### src/rtl/sha512_wsched.sv
// sha512_wsched: SHA-512 message schedule generator.
//   Accepts the 16 message words W[0..15] of a block, passes each through to a
//   registered output, then expands W[16..ROUNDS-1] from a 16-entry circular
//   buffer, one word per cycle when the downstream stage keeps up.
// Ports:
//   CLK        clock, rising edge
//   rst_n      asynchronous active-low reset
//   start      begin a new block (sampled only in IDLE)
//   din        message word W[t], t = 0..15
//   din_valid  din holds a valid word
//   din_ready  block accepts din this cycle
//   w_out      registered schedule word
//   w_valid    w_out holds a valid word
//   w_ready    downstream consumes w_out this cycle
//   t_out      round index of the word in w_out
//   busy       high in any state but IDLE
//   done       one-cycle pulse after the last word is consumed
//
// state  | meaning
// IDLE   | waiting for start
// LOAD   | accepting W[0..15] from din
// EXPAND | computing W[16..ROUNDS-1], then waiting for the last word to drain
module sha512_wsched #(
  parameter int ROUNDS = 80,
  parameter int WIDTH  = 64
) (
  input  logic             CLK,
  input  logic             rst_n,
  input  logic             start,
  input  logic [WIDTH-1:0] din,
  input  logic             din_valid,
  output logic             din_ready,
  output logic [WIDTH-1:0] w_out,
  output logic             w_valid,
  input  logic             w_ready,
  output logic [6:0]       t_out,
  output logic             busy,
  output logic             done
);

  typedef enum logic [1:0] {IDLE, LOAD, EXPAND} state_t;

  localparam logic [6:0] ROUNDS_T = 7'(ROUNDS);
  localparam logic [6:0] LAST_T   = 7'(ROUNDS - 1);

  state_t           state, state_nxt;
  logic [6:0]       t, t_nxt;
  logic [6:0]       t_out_nxt;
  logic [WIDTH-1:0] w_out_nxt;
  logic             w_valid_nxt;
  logic             done_nxt;
  logic             slot_free;
  logic             wr_en;
  logic [WIDTH-1:0] wr_data;
  logic [WIDTH-1:0] w_new;
  logic [WIDTH-1:0] wbuf [16];

  function automatic logic [WIDTH-1:0] rotr(input logic [WIDTH-1:0] x, input int n);
    return (x >> n) | (x << (WIDTH - n));
  endfunction

  function automatic logic [WIDTH-1:0] sig0(input logic [WIDTH-1:0] x);
    return rotr(x, 1) ^ rotr(x, 8) ^ (x >> 7);
  endfunction

  function automatic logic [WIDTH-1:0] sig1(input logic [WIDTH-1:0] x);
    return rotr(x, 19) ^ rotr(x, 61) ^ (x >> 6);
  endfunction

  // Slot t[3:0] still holds W[t-16]; it is read here and overwritten on the
  // same edge that w_new is written.
  assign w_new = sig1(wbuf[t[3:0] + 4'd14]) + wbuf[t[3:0] + 4'd9]
               + sig0(wbuf[t[3:0] + 4'd1]) + wbuf[t[3:0]];

  assign slot_free = !w_valid || w_ready;
  assign din_ready = (state == LOAD) && slot_free;
  assign busy      = (state != IDLE);

  always_ff @(posedge CLK or negedge rst_n) begin
    if (!rst_n) begin
      state   <= IDLE;
      t       <= '0;
      t_out   <= '0;
      w_out   <= '0;
      w_valid <= 1'b0;
      done    <= 1'b0;
    end else begin
      state   <= state_nxt;
      t       <= t_nxt;
      t_out   <= t_out_nxt;
      w_out   <= w_out_nxt;
      w_valid <= w_valid_nxt;
      done    <= done_nxt;
    end
  end

  always_comb begin
    state_nxt   = state;
    t_nxt       = t;
    t_out_nxt   = t_out;
    w_out_nxt   = w_out;
    w_valid_nxt = w_valid;
    done_nxt    = 1'b0;
    wr_en       = 1'b0;
    wr_data     = din;
    // A free slot drains unless something below refills it this cycle.
    if (slot_free) w_valid_nxt = 1'b0;
    case (state)
      IDLE: begin
        if (start) begin
          state_nxt = LOAD;
          t_nxt     = '0;
        end
      end
      LOAD: begin
        if (din_valid && din_ready) begin
          w_out_nxt   = din;
          t_out_nxt   = t;
          w_valid_nxt = 1'b1;
          wr_en       = 1'b1;
          wr_data     = din;
          t_nxt       = t + 7'd1;
          if (t == 7'd15) state_nxt = EXPAND;
        end
      end
      EXPAND: begin
        if (t != ROUNDS_T) begin
          if (slot_free) begin
            w_out_nxt   = w_new;
            t_out_nxt   = t;
            w_valid_nxt = 1'b1;
            wr_en       = 1'b1;
            wr_data     = w_new;
            t_nxt       = t + 7'd1;
          end
        end else if (w_valid && w_ready && t_out == LAST_T) begin
          state_nxt   = IDLE;
          w_valid_nxt = 1'b0;
          done_nxt    = 1'b1;
        end
      end
      default: state_nxt = IDLE;
    endcase
  end

  // Schedule words need no reset: every block rewrites all 16 slots before use.
  always_ff @(posedge CLK) begin
    if (wr_en) wbuf[t[3:0]] <= wr_data;
  end

endmodule

### config.mk
export PLATFORM = sky130hd
export DESIGN_NAME = sha512_wsched
export DESIGN_NICKNAME = d
export VERILOG_FILES = /design/src/rtl/sha512_wsched.sv
export SDC_FILE = /design/constraint.sdc
export NUM_CORES = 2
export LEC_CHECK = 0
export ABC_CLOCK_PERIOD_IN_PS = 11300
export BUFFER_PORTS_ARGS = -buffer_cell sky130_fd_sc_hd__buf_2
export CORE_MARGIN = 3
export CORE_UTILIZATION = 62
export CTS_CLUSTER_DIAMETER = 60
export DETAILED_ROUTE_END_ITERATION = 8
export HOLD_SLACK_MARGIN = 0.08
export PLACE_DENSITY = 0.8
export SYNTH_ARGS = -nofsm -noshare
export SYNTH_HDL_FRONTEND = slang
export SYNTH_SLANG_ARGS = --single-unit
### constraint.sdc
create_clock -name CLK -period 11.3 [get_ports CLK]
set_input_delay 0.565 -clock CLK [delete_from_list [all_inputs] [get_ports CLK]]
set_output_delay 0.565 -clock CLK [all_outputs]
set_load 0.03 [all_outputs]
* After elaboration in Yosys (flattened, before gate mapping) *
Memories as Yosys holds them, arrays and structs flattened.
Index checks and enable logic that the tools add are counted.

word-level totals
  ROM bits = 0
  latch bits = 0
  register bits = 82
  output and inout port bits = 75
  input bits = 69
  bits in writable memories = 1024
  memories kept = 1

memory list
  name  words  width  rd ports  clocked after memory_dff  write ports  line  text
  wbuf  16     64     4         0                         1            56    logic [WIDTH-1:0] wbuf [16];

cells by class
  mux-type cells = 37
  bitwise gates (word level) = 8
  multiply operators = 0
  $lt $le $gt $ge = 0
  equality and inequality tests = 12
  add/sub/neg operators = 7
  shifts and indexed selects = 0
  divide/modulo/power cells = 0
  reduce and logical (&&, ||, !) cells = 13

operators by type and width
  cell                                                              count
  64-bit two-way mux                                                6
  64-bit adder                                                      3
  64-bit case mux with 2 select lines                               1
  64-bit bitwise XOR                                                2
  3-bit by 64-bit OR with 64-bit output                             1
  45-bit by 64-bit OR with 64-bit output                            1
  56-bit by 64-bit OR with 64-bit output                            1
  63-bit by 64-bit OR with 64-bit output                            1
  64-bit by 57-bit bitwise XOR with 64-bit output                   1
  64-bit by 58-bit bitwise XOR with 64-bit output                   1
  7-bit two-way mux                                                 7
  7-bit case mux with 3 select lines                                1
  7-bit case mux with 2 select lines                                1
  1-bit two-way mux                                                 13
  2-bit two-way mux                                                 5
  2-bit inequality test (second input constant)                     5
  5-bit AND reduction                                               2
  4-bit adder (second input constant)                               2
  7-bit by 1-bit adder with 7-bit output (second input constant)    1
  7-bit by 4-bit == test with 1-bit output (second input constant)  1
  7-bit == test (second input constant)                             1
  7-bit inequality test (second input constant)                     1
  2-bit case mux with 3 select lines                                1
  4-bit by 1-bit adder with 4-bit output (second input constant)    1
  other kinds (11)                                                  17

* Longest topological paths before layout *
An unclocked memory read counts as a cell.

  depth in word-level cells = 11
  depth in mapped cells = 35
  gate-level depth less buffers = 25

* Worst setup path before layout *
OpenSTA, ideal clock, no wires.

  path type = register to register
  from = register t[0]
  to = memory wbuf[0][43] (data pin)
  path slack = 2.302 ns
  data arrival time = 8.668 ns
  buffers on the path = 13
  cell stages (with the launch flop) = 36
  period minus slack after synthesis = 8.998 ns
  cells stage by stage = dfrtp_1 buf_6 buf_8 buf_6 buf_6 buf_4 buf_2 buf_4 buf_2 inv_1 ha_1 buf_2 buf_2 buf_2 buf_2 buf_2 mux4_2 mux4_2 xnor2_1 fa_1 inv_1 fa_1 inv_1 ha_1 inv_1 fa_1 nor2b_1 o2111ai_1 a2111oi_1 o21ai_1 a21oi_1 nor3_1 o21ai_0 a21oi_1 xor2_1 o21ai_0

on the way
  longest elaborated chain between the ends = 11
  elaborated cells on any way between the ends = 19
  classes of those cells = add/sub: 6; eq/ne: 1; mux: 3; bitwise: 8; memory: 1

ends and longest elaborated chain
  element                                                                                          line  text
  from (decl)                                                                                      47    logic [6:0] t, t_nxt;
  from (signal assigned)                                                                           89    t <= t_nxt;
  4-bit adder                                                                                      72    assign w_new = sig1(wbuf[t[3:0] + 4'd14]) + wbuf[t[3:0] + 4'd9]
  memory 16 x 64 bit                                                                               n/a
  45-bit by 64-bit OR with 64-bit output or 3-bit by 64-bit OR with 64-bit output (tied branches)  59    return (x >> n) | (x << (WIDTH - n));
  64-bit bitwise XOR                                                                               67    return rotr(x, 19) ^ rotr(x, 61) ^ (x >> 6);
  64-bit by 58-bit bitwise XOR with 64-bit output                                                  67
  64-bit adder                                                                                     72
  64-bit adder (2 in a row)                                                                        73    + sig0(wbuf[t[3:0] + 4'd1]) + wbuf[t[3:0]];
  64-bit two-way mux                                                                               128   if (slot_free) begin
  64-bit two-way mux (*)                                                                           127   if (t != ROUNDS_T) begin
  64-bit two-way mux (*)                                                                           n/a
  named net wr_data[43]                                                                            54    logic [WIDTH-1:0] wr_data;
  to (decl)                                                                                        56

The timed path passes the listed nets; every way through them passes the cells marked *.

* Worst setup path after layout *
  from = register t[1]
  to = memory wbuf[7][63] (data pin)

The elaborated chain is that of the path after synthesis.

==> impl_metrics.csv <==
group,metric,value,unit
worst_setup_path,cp_common_cell,"xnor2_1",
synthesis,synth_ff_type,"edfxtp_1",
synthesis,yosysSeqAreaShare,0.479,
synthesis,synthAdderAreaFrac,0.0503,
sta,hold_viol_final,0,
die,num_rows,121,
global_routing,grt_usage,0.379,
finish,areaGrowthSynthToFinish,8.91,%
place,dp_hpwl,141000,um
worst_setup_path,critPathTopFamily,"compound AO/OA/AOI/OAI gates",
finish,multiInputGateArea,33300,um2
synthesis,synth_compound_area_frac,0.0573,
clocking,cts_root_buf,"clkbuf_16",
worst_setup_path,critical_path_class,"reg2reg",
global_routing,grt_pass1_vias,45100,
worst_setup_path,critical_path_buf_inv_count,4,
drt,num_vias,46400,
sta,rsz0062_at_grt,"false",
global_routing,grt_pass1_wl,314000,um
worst_setup_path,slowest_delay,0.99,ns
sta,period_share,0.869,
synthesis,yosys_warnings,0,
synthesis,synth_top_family_by_area,"multiplexers",
synthesis,synthDistinctLibCells,71,
sta,fmax,102,MHz
die,ios,144,
finish,seqCellArea,32800,um2
drt,drt-pass1-iter-count,6,
finish,fillers,7005,
synthesis,syn-instance-count,4482,
worst_setup_path,end_kind,"flop",
sta,setup_slack,1.48,ns
clocking,cts.path.max_buffers,3,
worst_setup_path,path_cells,"inv_2, ha_4, buf_12, mux4_2, mux4_2, xnor2_1, xnor2_1, fa_1, inv_1, fa_1, inv_1, ha_1, nand2_1, o21ai_0, a2111oi_0, o311ai_1, a22oi_1, nand4_1, nand4_1, a21oi_1, xnor2_1, o21ai_1",
run,cap_viol_max_count,0,
place,dpl_worst_slack,1.86,ns
place,gp_congestion,1.04,
synthesis,async_reset_ff_frac,0.0741,
clocking,cts_tree,"done",
finish,nets,4814,
drt,avgViaCountPerCell,7.58,
worst_setup_path,crit_slowest_cell,"dfrtp_4",
sta,period_needed,9.82,ns
finish,drive_above_1_share,0.296,
sta,setup_total_negative_slack,0,ns
die,die_w,338,um
synthesis,syn_avg_cell_area,15.3,um2
synthesis,synth-edff-count,1024,
die,fp.coreArea,109000,um2
drt,drtAntennaViolNets,0,
sta,tightest_slew,1.28,ns
drt,wl,217000,um
clocking,cts-htree-levels,3,
synthesis,netlist_area,68500,um2
sta,drv_slew,0,
sta,relSlewSlack,0.143,
worst_setup_path,arrival,10.21,ns
die,initial_core_util,0.627,
clocking,clkTransAtPathRegs,0.06,ns
run_status,status,"finished clean",
synthesis,synth-simple-area-share,0.0358,
global_routing,grt_overflow,0,
worst_setup_path,cp-start-kind,"flop",
place,port_buffers,143,
clocking,cts_num_sinks,1106,
drt,drt_iter0_drc,8546,
clocking,postCtsSetupRepairBufs,0,
drt,wl_per_cell,35.4,um
sta,skew,0.0550,ns
global_routing,grt_max_degree,174,
hold_path,hold_path_class,"in2reg",
worst_setup_path,worstPathRequired,11.69,ns
sta,setup_viol,0,
clocking,numCtsBuffers,115,
clocking,clk_latency,0.77,ns
synthesis,synth-xor-area-share,0.0401,
global_routing,grt_antenna_before_repair,6,
die,dieArea,115000,um2
die,die_h,338,um
synthesis,synth_seq_cells,1106,
finish,final_util,0.683,
synthesis,synthMuxAreaShare,0.299,
drt,drc_errors,0,
synthesis,syn_nets,4751,
worst_setup_path,cp_max_fo,77,
==> sequential cells by signal, indices dropped and copies added, names as in the netlist <==
register	count
wbuf	1024
w_out	64
t	7
t_out	7
state	2
done	1
w_valid	1
==> kinds of logic (layout without fill, tap and decap cells) <==
logic type	count (synthesis)	in the layout
compound gates	631	631
xor+xnor	312	312
fa+ha+maj	200	200
buf+inv	606	766
flops	1106	1106
mux	1057	1057
other cells	0	2
simple gates	570	570
==> area by class of cell <==
class	instances	share of cell area
Timing Repair Buffer	267	0.0248
Sequential cell	1106	0.440
Multi-Input combinational cell	2770	0.447
Antenna cell	2	0.0000671
Inverter	285	0.0144
Tap cell	1476	0.0247
Clock inverter	76	0.00930
Clock buffer	138	0.0405
==> what timing repair did <==
item	in CTS	in global routing
hold buffers	1	0
endpoints found under the hold margin	14	0
gates resized for setup	0	0
==> stage by stage <==
step / cells / hold slack, ns / cell area (um2)
2_1_floorplan: 4482 / 0.269 / 68500
3_3_place_gp: 5902 / 0.430 / 70900
3_5_place_dp: 5902 / 0.431 / 70900
4_1_cts: 6117 / 0.120 / 74600
5_1_grt: 6118 / 0.141 / 74600
6_report: 6120 / 0.113 / 74600
==> worst reg2reg max path: stages (launching register included) <==
cell and delay (ns):
dfrtp_4 0.99, inv_2 0.45, ha_4 0.97, buf_12 0.45, mux4_2 0.68, mux4_2 0.58
xnor2_1 0.23, xnor2_1 0.13, fa_1 0.54, inv_1 0.05, fa_1 0.48, inv_1 0.04
ha_1 0.48, nand2_1 0.15, o21ai_0 0.42, a2111oi_0 0.20, o311ai_1 0.74, a22oi_1 0.27
nand4_1 0.24, nand4_1 0.12, a21oi_1 0.27, xnor2_1 0.11, o21ai_1 0.87
==> layout by cell type (no fill, tap or decap), types with 16 or more instances in the layout <==
cell type,n
o211ai_1,23
o21a_1,34
inv_1,281
mux4_2,784
xor2_1,38
a21o_1,51
nor2_1,135
nand2_1,286
clkinv_1,22
fa_1,126
nand4_1,29
dfrtp_1,79
nand3_1,21
mux2_2,79
clkinv_2,26
a211oi_1,78
and3_1,20
a21oi_2,16
buf_2,142
clkbuf_1,19
o21ai_1,16
edfxtp_1,1024
a21oi_1,139
xnor2_1,269
buf_4,108
mux2i_1,190
o21ai_0,199
ha_1,72
nor2_4,16
buf_12,16
clkbuf_16,117
==> worst paths after layout <==
kind                               start     endpoint  slack (ns)  cells past startpoint
worst max-delay path                t[1]  wbuf[7][63]        1.48                     22
worst min-delay path              din[9]     w_out[9]        0.11                      3
worst max register to register      t[1]  wbuf[7][63]        1.48                     22
worst min register to register  w_out[8]     w_out[8]        0.46                      2
max in group asynchronous          rst_n         t[3]        9.87                      3
min in group asynchronous          rst_n         t[6]        0.21                      2
==> cells in the mapped netlist, types with 11 or more instances <==
library cell,instances,area [um2]
nand3_1,23,115
o21bai_1,13,97.6
inv_1,283,1060
xor2_1,39,342
nor3_1,13,65.1
ha_1,74,926
a21oi_2,16,140
xnor2_1,271,2370
nand4_1,29,181
buf_4,32,240
buf_2,78,390
o21ai_1,12,60.1
clkbuf_1,153,574
nand2_1,286,1070
mux2_2,79,890
a21oi_1,139,696
o21a_1,34,255
edfxtp_1,1024,30700
fa_1,126,2520
buf_1,37,139
nor2_1,151,567
a211o_1,12,105
o21ai_0,214,1070
mux4_2,784,17700
nor2b_1,11,68.8
and3_1,21,131
a211oi_1,78,586
o211ai_1,23,173
a21o_1,51,383
buf_6,20,225
mux2i_1,190,1900
dfrtp_1,82,2050
==> metal layers <==
layer  GRT usage  wire length (um)  vias up
li1            -                 -    17900
met1       0.509             70000    23100
met2       0.549             94600     4638
met3       0.146             39100      807
met4       0.187             13000        4
met5           0                27        -
Power is left out: the tool's default activity adds up to more than one toggle a clock period on the data nets, which glitch-free logic cannot reach.
